## config.mk

```make
export PLATFORM = sky130hd
export DESIGN_NAME = wb_pipe_master_flat
export DESIGN_NICKNAME = d
export VERILOG_FILES = /design/src/rtl/wb_pkg.sv /design/src/rtl/wb_pipe_master_if.sv /design/src/rtl/wb_timeout_ctr.sv /design/src/rtl/wb_pipe_master.sv /design/src/flat_wrapper.sv
export SDC_FILE = /design/constraint.sdc
export NUM_CORES = 1
export LEC_CHECK = 0
export CORE_ASPECT_RATIO = 0.7
export CORE_MARGIN = 2
export CORE_UTILIZATION = 37
export CTS_CLUSTER_DIAMETER = 60
export DETAILED_ROUTE_END_ITERATION = 6
export PLACE_DENSITY = 0.73
export SYNTH_ARGS = -nofsm -noshare
export SYNTH_HDL_FRONTEND = slang
export SYNTH_HIERARCHICAL = 1
export SYNTH_SLANG_ARGS = --single-unit
```

## constraint.sdc

```tcl
create_clock -name clk_i -period 4.5 [get_ports clk_i]
set_clock_uncertainty 0.1 [all_clocks]
set_input_delay 1.35 -clock clk_i [delete_from_list [all_inputs] [get_ports clk_i]]
set_output_delay 1.35 -clock clk_i [all_outputs]
set_load 0.02 [all_outputs]
```

## src/rtl/wb_pkg.sv

```systemverilog
// Shared Wishbone definitions: master FSM states, default widths and the
// request record that later multi-master arbiters pass around.
package wb_pkg;

   localparam int WB_DW = 32;
   localparam int WB_AW = 1;

   typedef enum logic [1:0] {
      IDLE = 2'd0,
      REQ  = 2'd1,
      WAIT = 2'd2
   } wb_state_e;

   typedef struct packed {
      logic             we;
      logic [WB_AW-1:0] adr;
      logic [WB_DW-1:0] dat;
   } wb_req_t;

endpackage

```

## src/rtl/wb_pipe_master_if.sv

```systemverilog
// Bundle of the command port and the Wishbone pipelined bus seen by one
// master. Signal names keep the master's point of view (_i into the master,
// _o out of it) so the bench and the RTL read the same way.
interface wb_pipe_master_if
   import wb_pkg::*;
#(
   parameter int AW = 1,
   parameter int DW = WB_DW
) ();

   // command / response side
   logic          req_valid_i;
   logic          req_ready_o;
   logic          req_we_i;
   logic [AW-1:0] req_adr_i;
   logic [DW-1:0] req_dat_i;
   logic          rsp_valid_o;
   logic [DW-1:0] rsp_dat_o;
   logic          rsp_err_o;

   // Wishbone side
   logic          cyc_o;
   logic          stb_o;
   logic          we_o;
   logic [AW-1:0] adr_o;
   logic [DW-1:0] dat_o;
   logic [DW-1:0] dat_i;
   logic          ack_i;
   logic          stall_i;

   modport master (
      input  req_valid_i, req_we_i, req_adr_i, req_dat_i,
      input  dat_i, ack_i, stall_i,
      output req_ready_o, rsp_valid_o, rsp_dat_o, rsp_err_o,
      output cyc_o, stb_o, we_o, adr_o, dat_o
   );

   modport slave (
      output req_valid_i, req_we_i, req_adr_i, req_dat_i,
      output dat_i, ack_i, stall_i,
      input  req_ready_o, rsp_valid_o, rsp_dat_o, rsp_err_o,
      input  cyc_o, stb_o, we_o, adr_o, dat_o
   );

endinterface

```

## src/rtl/wb_timeout_ctr.sv

```systemverilog
// Saturating cycle counter used by bus masters to abort a cycle that the
// slave never acknowledges. Clear has priority over enable; expired_o is
// raised while the count sits in the last allowed cycle.
module wb_timeout_ctr #(
   parameter int TIMEOUT = 64
) (
   input  logic clk_i,
   input  logic rst_ni,
   input  logic clear_i,
   input  logic enable_i,
   output logic expired_o
);

   localparam int TW = $clog2(TIMEOUT + 1);

   logic [TW-1:0] cnt_q;
   logic [TW-1:0] cnt_d;

   // Next count: clear wins, otherwise count up and stick at TIMEOUT
   always_comb begin
      cnt_d = cnt_q;
      if (clear_i) begin
         cnt_d = '0;
      end else if (enable_i && (cnt_q != TW'(TIMEOUT))) begin
         cnt_d = cnt_q + TW'(1);
      end
   end

   // Count register
   always_ff @(posedge clk_i or negedge rst_ni) begin
      if (!rst_ni) begin
         cnt_q <= '0;
      end else begin
         cnt_q <= cnt_d;
      end
   end

   assign expired_o = (cnt_q >= TW'(TIMEOUT - 1));

endmodule

```

## src/rtl/wb_pipe_master.sv

```systemverilog
// Single-transaction Wishbone pipelined master. Each accepted command becomes
// one bus cycle: STB is held through slave stall, then the master waits for
// ACK or gives up after TIMEOUT cycles and reports an error instead.
module wb_pipe_master
   import wb_pkg::*;
#(
   parameter int AW      = 1,
   parameter int DW      = WB_DW,
   parameter int TIMEOUT = 64
) (
   input logic               clk_i,
   input logic               rst_ni,
   wb_pipe_master_if.master  bus
);

   wb_state_e     state_q;
   logic          cyc_q;
   logic          stb_q;
   logic          we_q;
   logic [AW-1:0] adr_q;
   logic [DW-1:0] dat_q;
   logic          rsp_valid_q;
   logic          rsp_err_q;
   logic [DW-1:0] rsp_dat_q;
   logic          expired;

   // Timer restarts whenever the master is idle and runs for the whole cycle
   wb_timeout_ctr #(
      .TIMEOUT (TIMEOUT)
   ) u_timeout (
      .clk_i     (clk_i),
      .rst_ni    (rst_ni),
      .clear_i   (state_q == IDLE),
      .enable_i  (state_q != IDLE),
      .expired_o (expired)
   );

   // Transaction FSM with registered bus and response outputs; an ACK in
   // WAIT beats a simultaneous timeout, and ACKs outside WAIT are ignored
   always_ff @(posedge clk_i or negedge rst_ni) begin
      if (!rst_ni) begin
         state_q     <= IDLE;
         cyc_q       <= 1'b0;
         stb_q       <= 1'b0;
         we_q        <= 1'b0;
         adr_q       <= '0;
         dat_q       <= '0;
         rsp_valid_q <= 1'b0;
         rsp_err_q   <= 1'b0;
         rsp_dat_q   <= '0;
      end else begin
         rsp_valid_q <= 1'b0;
         rsp_err_q   <= 1'b0;
         case (state_q)
            IDLE: begin
               if (bus.req_valid_i) begin
                  we_q    <= bus.req_we_i;
                  adr_q   <= bus.req_adr_i;
                  dat_q   <= bus.req_dat_i;
                  cyc_q   <= 1'b1;
                  stb_q   <= 1'b1;
                  state_q <= REQ;
               end
            end
            REQ: begin
               if (expired) begin
                  cyc_q       <= 1'b0;
                  stb_q       <= 1'b0;
                  rsp_valid_q <= 1'b1;
                  rsp_err_q   <= 1'b1;
                  state_q     <= IDLE;
               end else if (!bus.stall_i) begin
                  stb_q   <= 1'b0;
                  state_q <= WAIT;
               end
            end
            WAIT: begin
               if (bus.ack_i) begin
                  rsp_dat_q   <= bus.dat_i;
                  rsp_valid_q <= 1'b1;
                  cyc_q       <= 1'b0;
                  state_q     <= IDLE;
               end else if (expired) begin
                  cyc_q       <= 1'b0;
                  rsp_valid_q <= 1'b1;
                  rsp_err_q   <= 1'b1;
                  state_q     <= IDLE;
               end
            end
            default: begin
               cyc_q   <= 1'b0;
               stb_q   <= 1'b0;
               state_q <= IDLE;
            end
         endcase
      end
   end

   assign bus.req_ready_o = (state_q == IDLE);
   assign bus.rsp_valid_o = rsp_valid_q;
   assign bus.rsp_err_o   = rsp_err_q;
   assign bus.rsp_dat_o   = rsp_dat_q;
   assign bus.cyc_o       = cyc_q;
   assign bus.stb_o       = stb_q;
   assign bus.we_o        = we_q;
   assign bus.adr_o       = adr_q;
   assign bus.dat_o       = dat_q;

endmodule

```

## src/flat_wrapper.sv

```systemverilog
// flat-port wrapper written by rule: the top's interface ports become plain ports
module wb_pipe_master_flat import wb_pkg::*;
#(
   parameter int AW      = 1,
   parameter int DW      = WB_DW,
   parameter int TIMEOUT = 64
)
  (clk_i, rst_ni, bus_req_valid_i, bus_req_we_i, bus_req_adr_i, bus_req_dat_i, bus_dat_i, bus_ack_i, bus_stall_i, bus_req_ready_o, bus_rsp_valid_o, bus_rsp_dat_o, bus_rsp_err_o, bus_cyc_o, bus_stb_o, bus_we_o, bus_adr_o, bus_dat_o);
  wb_pipe_master_if #(.AW(AW), .DW(DW)) bus_i ();
  input logic clk_i;
  input logic rst_ni;
  input wire logic [$bits(bus_i.req_valid_i)-1:0] bus_req_valid_i;
  input wire logic [$bits(bus_i.req_we_i)-1:0] bus_req_we_i;
  input wire logic [$bits(bus_i.req_adr_i)-1:0] bus_req_adr_i;
  input wire logic [$bits(bus_i.req_dat_i)-1:0] bus_req_dat_i;
  input wire logic [$bits(bus_i.dat_i)-1:0] bus_dat_i;
  input wire logic [$bits(bus_i.ack_i)-1:0] bus_ack_i;
  input wire logic [$bits(bus_i.stall_i)-1:0] bus_stall_i;
  output wire logic [$bits(bus_i.req_ready_o)-1:0] bus_req_ready_o;
  output wire logic [$bits(bus_i.rsp_valid_o)-1:0] bus_rsp_valid_o;
  output wire logic [$bits(bus_i.rsp_dat_o)-1:0] bus_rsp_dat_o;
  output wire logic [$bits(bus_i.rsp_err_o)-1:0] bus_rsp_err_o;
  output wire logic [$bits(bus_i.cyc_o)-1:0] bus_cyc_o;
  output wire logic [$bits(bus_i.stb_o)-1:0] bus_stb_o;
  output wire logic [$bits(bus_i.we_o)-1:0] bus_we_o;
  output wire logic [$bits(bus_i.adr_o)-1:0] bus_adr_o;
  output wire logic [$bits(bus_i.dat_o)-1:0] bus_dat_o;
  assign bus_i.req_valid_i = bus_req_valid_i;
  assign bus_i.req_we_i = bus_req_we_i;
  assign bus_i.req_adr_i = bus_req_adr_i;
  assign bus_i.req_dat_i = bus_req_dat_i;
  assign bus_i.dat_i = bus_dat_i;
  assign bus_i.ack_i = bus_ack_i;
  assign bus_i.stall_i = bus_stall_i;
  assign bus_req_ready_o = bus_i.req_ready_o;
  assign bus_rsp_valid_o = bus_i.rsp_valid_o;
  assign bus_rsp_dat_o = bus_i.rsp_dat_o;
  assign bus_rsp_err_o = bus_i.rsp_err_o;
  assign bus_cyc_o = bus_i.cyc_o;
  assign bus_stb_o = bus_i.stb_o;
  assign bus_we_o = bus_i.we_o;
  assign bus_adr_o = bus_i.adr_o;
  assign bus_dat_o = bus_i.dat_o;
  wb_pipe_master #(.AW(AW), .DW(DW), .TIMEOUT(TIMEOUT)) u_core (.clk_i(clk_i), .rst_ni(rst_ni), .bus(bus_i));
endmodule
```

==> run metrics <==
Die W 118 µm; # H-tree levels 3; setup slack after placement 1.38 ns; leak pwr 0.00229 µW; first-pass GRT wire length 12.8 mm; Slew HR 34.4%; largest net degree at the start of global routing 80; Pwr Total 3880 µW; fin crit share 76.7%; Via density 4.66; Antenna Cells 0; vias in the first global route 2537; worst-path maximum fanout 12; die area 9880 µm²; DRC errors left 0; status completed; worst skew pair latency 0.32 ns; Syn. warnings 6; cell count after synthesis 220; Final WS setup 1.05 ns; Final HPWL DP 5.37 mm; Post-CTS Hold Fix Bufs 0; Initial Utilization 37.5%; core box area 8960 µm²; Top FF cell, synth dfrtp_1; initial antenna violation count 0; asr flop ratio synth 100%; DR vias 2297; Num CTS Buffers 9; setup TNS 0 ns; CP required 3.05 ns; Post-CTS Setup Bufs 0; endpoints failing setup 0; clock sinks 79; Worst Path Arrival 2.00 ns; Setup CP Type reg2out; Top Ports 142; initial DRC count 95; Area Overhead vs Synth 53.7%; fill cell count 747; proportion of layout cells with a drive suffix above 1 23.3%; number of nets in the layout 442; CTS tree built; Slew @ Worst Pin 0.984 ns; input/output buffers 141; post-route ant nets 0; Max Freq 290 MHz; Syn Nets 297; Root Buffer clkbuf_16; Resized Gates After CTS 0; Unique masters post-synth 33; flops & latches, synth 79; Tmin final 3.45 ns; grt ovf 0; drt pass-1 iters 4; Final Max Tran Viols 0; Mapped Area 3360 µm²; Worst-path clk slew 0.06 ns; Row Count 29; path type of the worst min-delay path reg2reg; drt total wl 7.58 mm; GRT Util Overall 16.6%; startpoint types register; Mapped Avg Cell Area 15.3 µm²; Placer Congestion 0.754; DR WL/cell 15.4 µm; EDFF count, synth 0; Max VDD drop 375 µV; RSZ-0062 raised after global routing no; Bufs on Longest Clock Path 2; cell area power density 751 nW/µm²; Die Y 83.8 µm; Crit. End Element output pin; sequential fraction of the synthesis area 58.8%; WHS 0.391 ns; # Max-Cap Violations 0; Hold Fails Final Rpt 0
[cell type report]
cell class	count	area, µm²	area share (%)
clock buffer	11	243	4.70
clock inverter	4	70.1	1.36
inverter	10	37.5	0.726
multi-input combinational	124	1280	24.7
sequential	79	1980	38.2
tap	124	155	3.00
timing repair buffer	141	1410	27.3
[layout by cell type (no fill, tap or decap), drive strengths merged, types with 2 or more instances in the layout]
cell type,count
nand2b,2
clkbuf,11
dfrtp,79
nor2,6
nand2,7
clkinv,2
inv,10
ha,6
a31oi,3
mux2,68
clkdlybuf4s50,140
or3,2
nand3,4
a211oi,5
a21oi,3
nand4,2
bufinv,2
o21ai,3
xor2,2
[kinds of logic after synthesis]
family                     Yosys count  share of synthesized area (%)
AOI/OAI and AO/OA                   20                           4.28
xor gates and xnor gates             2                          0.521
adders and majority gates            6                           2.23
buffers and inverters               17                           3.24
DFF                                 79                           58.8
muxes                               69                           26.5
and+or+nand+nor                     27                           4.43
[flip-flops by register name, summed over array words and instances (netlist names)]
signal,flops
u_core/bus.rsp_err_o,1
u_core/bus.adr_o,1
u_core/bus.we_o,1
u_core/bus.rsp_valid_o,1
u_core/bus.cyc_o,1
u_core/u_timeout/cnt_q,7
u_core/bus.rsp_dat_o,32
u_core/state_q,2
u_core/bus.stb_o,1
u_core/bus.dat_o,32
[where the power goes]
group | total [µW] | leakage [µW] | switching [µW] | internal (µW)
clock network | 757 | 0.000155 | 261 | 496
registers | 1230 | 0.000952 | 183 | 1050
logic | 1900 | 0.00118 | 857 | 1040
[metal layers]
metal	GRT usage, %	part of all wire [%]
met5	0	0
met2	24.8	44
met4	4.60	0.76
met3	8.47	9.8
met1	21.1	46
[critical path: stages, from the launching register on]
cell and delay (ns):
dfrtp_1 0.43, inv_1 0.11, ha_1 0.45, clkdlybuf4s50_1 0.69
[through the flow]
step	cells	util (%)	cell area, µm²
2_1_floorplan	220	-	3360
3_3_place_gp	478	54.2	4860
3_5_place_dp	478	54.2	4860
4_1_cts	493	57.7	5170
5_1_grt	493	57.7	5170
6_report	493	57.7	5170
[worst paths after layout]
kind	startpoint	cells past startpoint	slack, ns	end
setup / recovery	u_core/state_q[0]	3	1.05	bus_req_ready_o
hold / removal	u_core/bus.rsp_dat_o[30]	1	0.39	u_core/bus.rsp_dat_o[30]
setup reg to reg	u_core/state_q[0]	4	2.35	u_core/bus.dat_o[1]
hold reg to reg	u_core/bus.rsp_dat_o[30]	1	0.39	u_core/bus.rsp_dat_o[30]
max in group asynchronous	rst_ni	1	2.58	u_core/bus.rsp_dat_o[20]
min in group asynchronous	rst_ni	1	1.10	u_core/bus.dat_o[20]
[Yosys cell counts, types with 2 or more instances]
cell	n	share of area [%]
a31oi_1	2	0.37
o21ai_0	3	0.45
mux2_2	35	12
mux2_4	31	14
xor2_1	2	0.52
dfrtp_1	79	59
ha_1	6	2.2
inv_1	10	1.1
nand2b_1	2	0.37
buf_6	6	2.0
mux2_1	2	0.67
nor2_1	6	0.67
nand2_1	5	0.56
a211oi_1	5	1.1
a21oi_1	3	0.45
nand4_1	2	0.37
nand3_1	4	0.60
or3_1	2	0.37
Note: power is estimated with default switching activity, not from simulation.
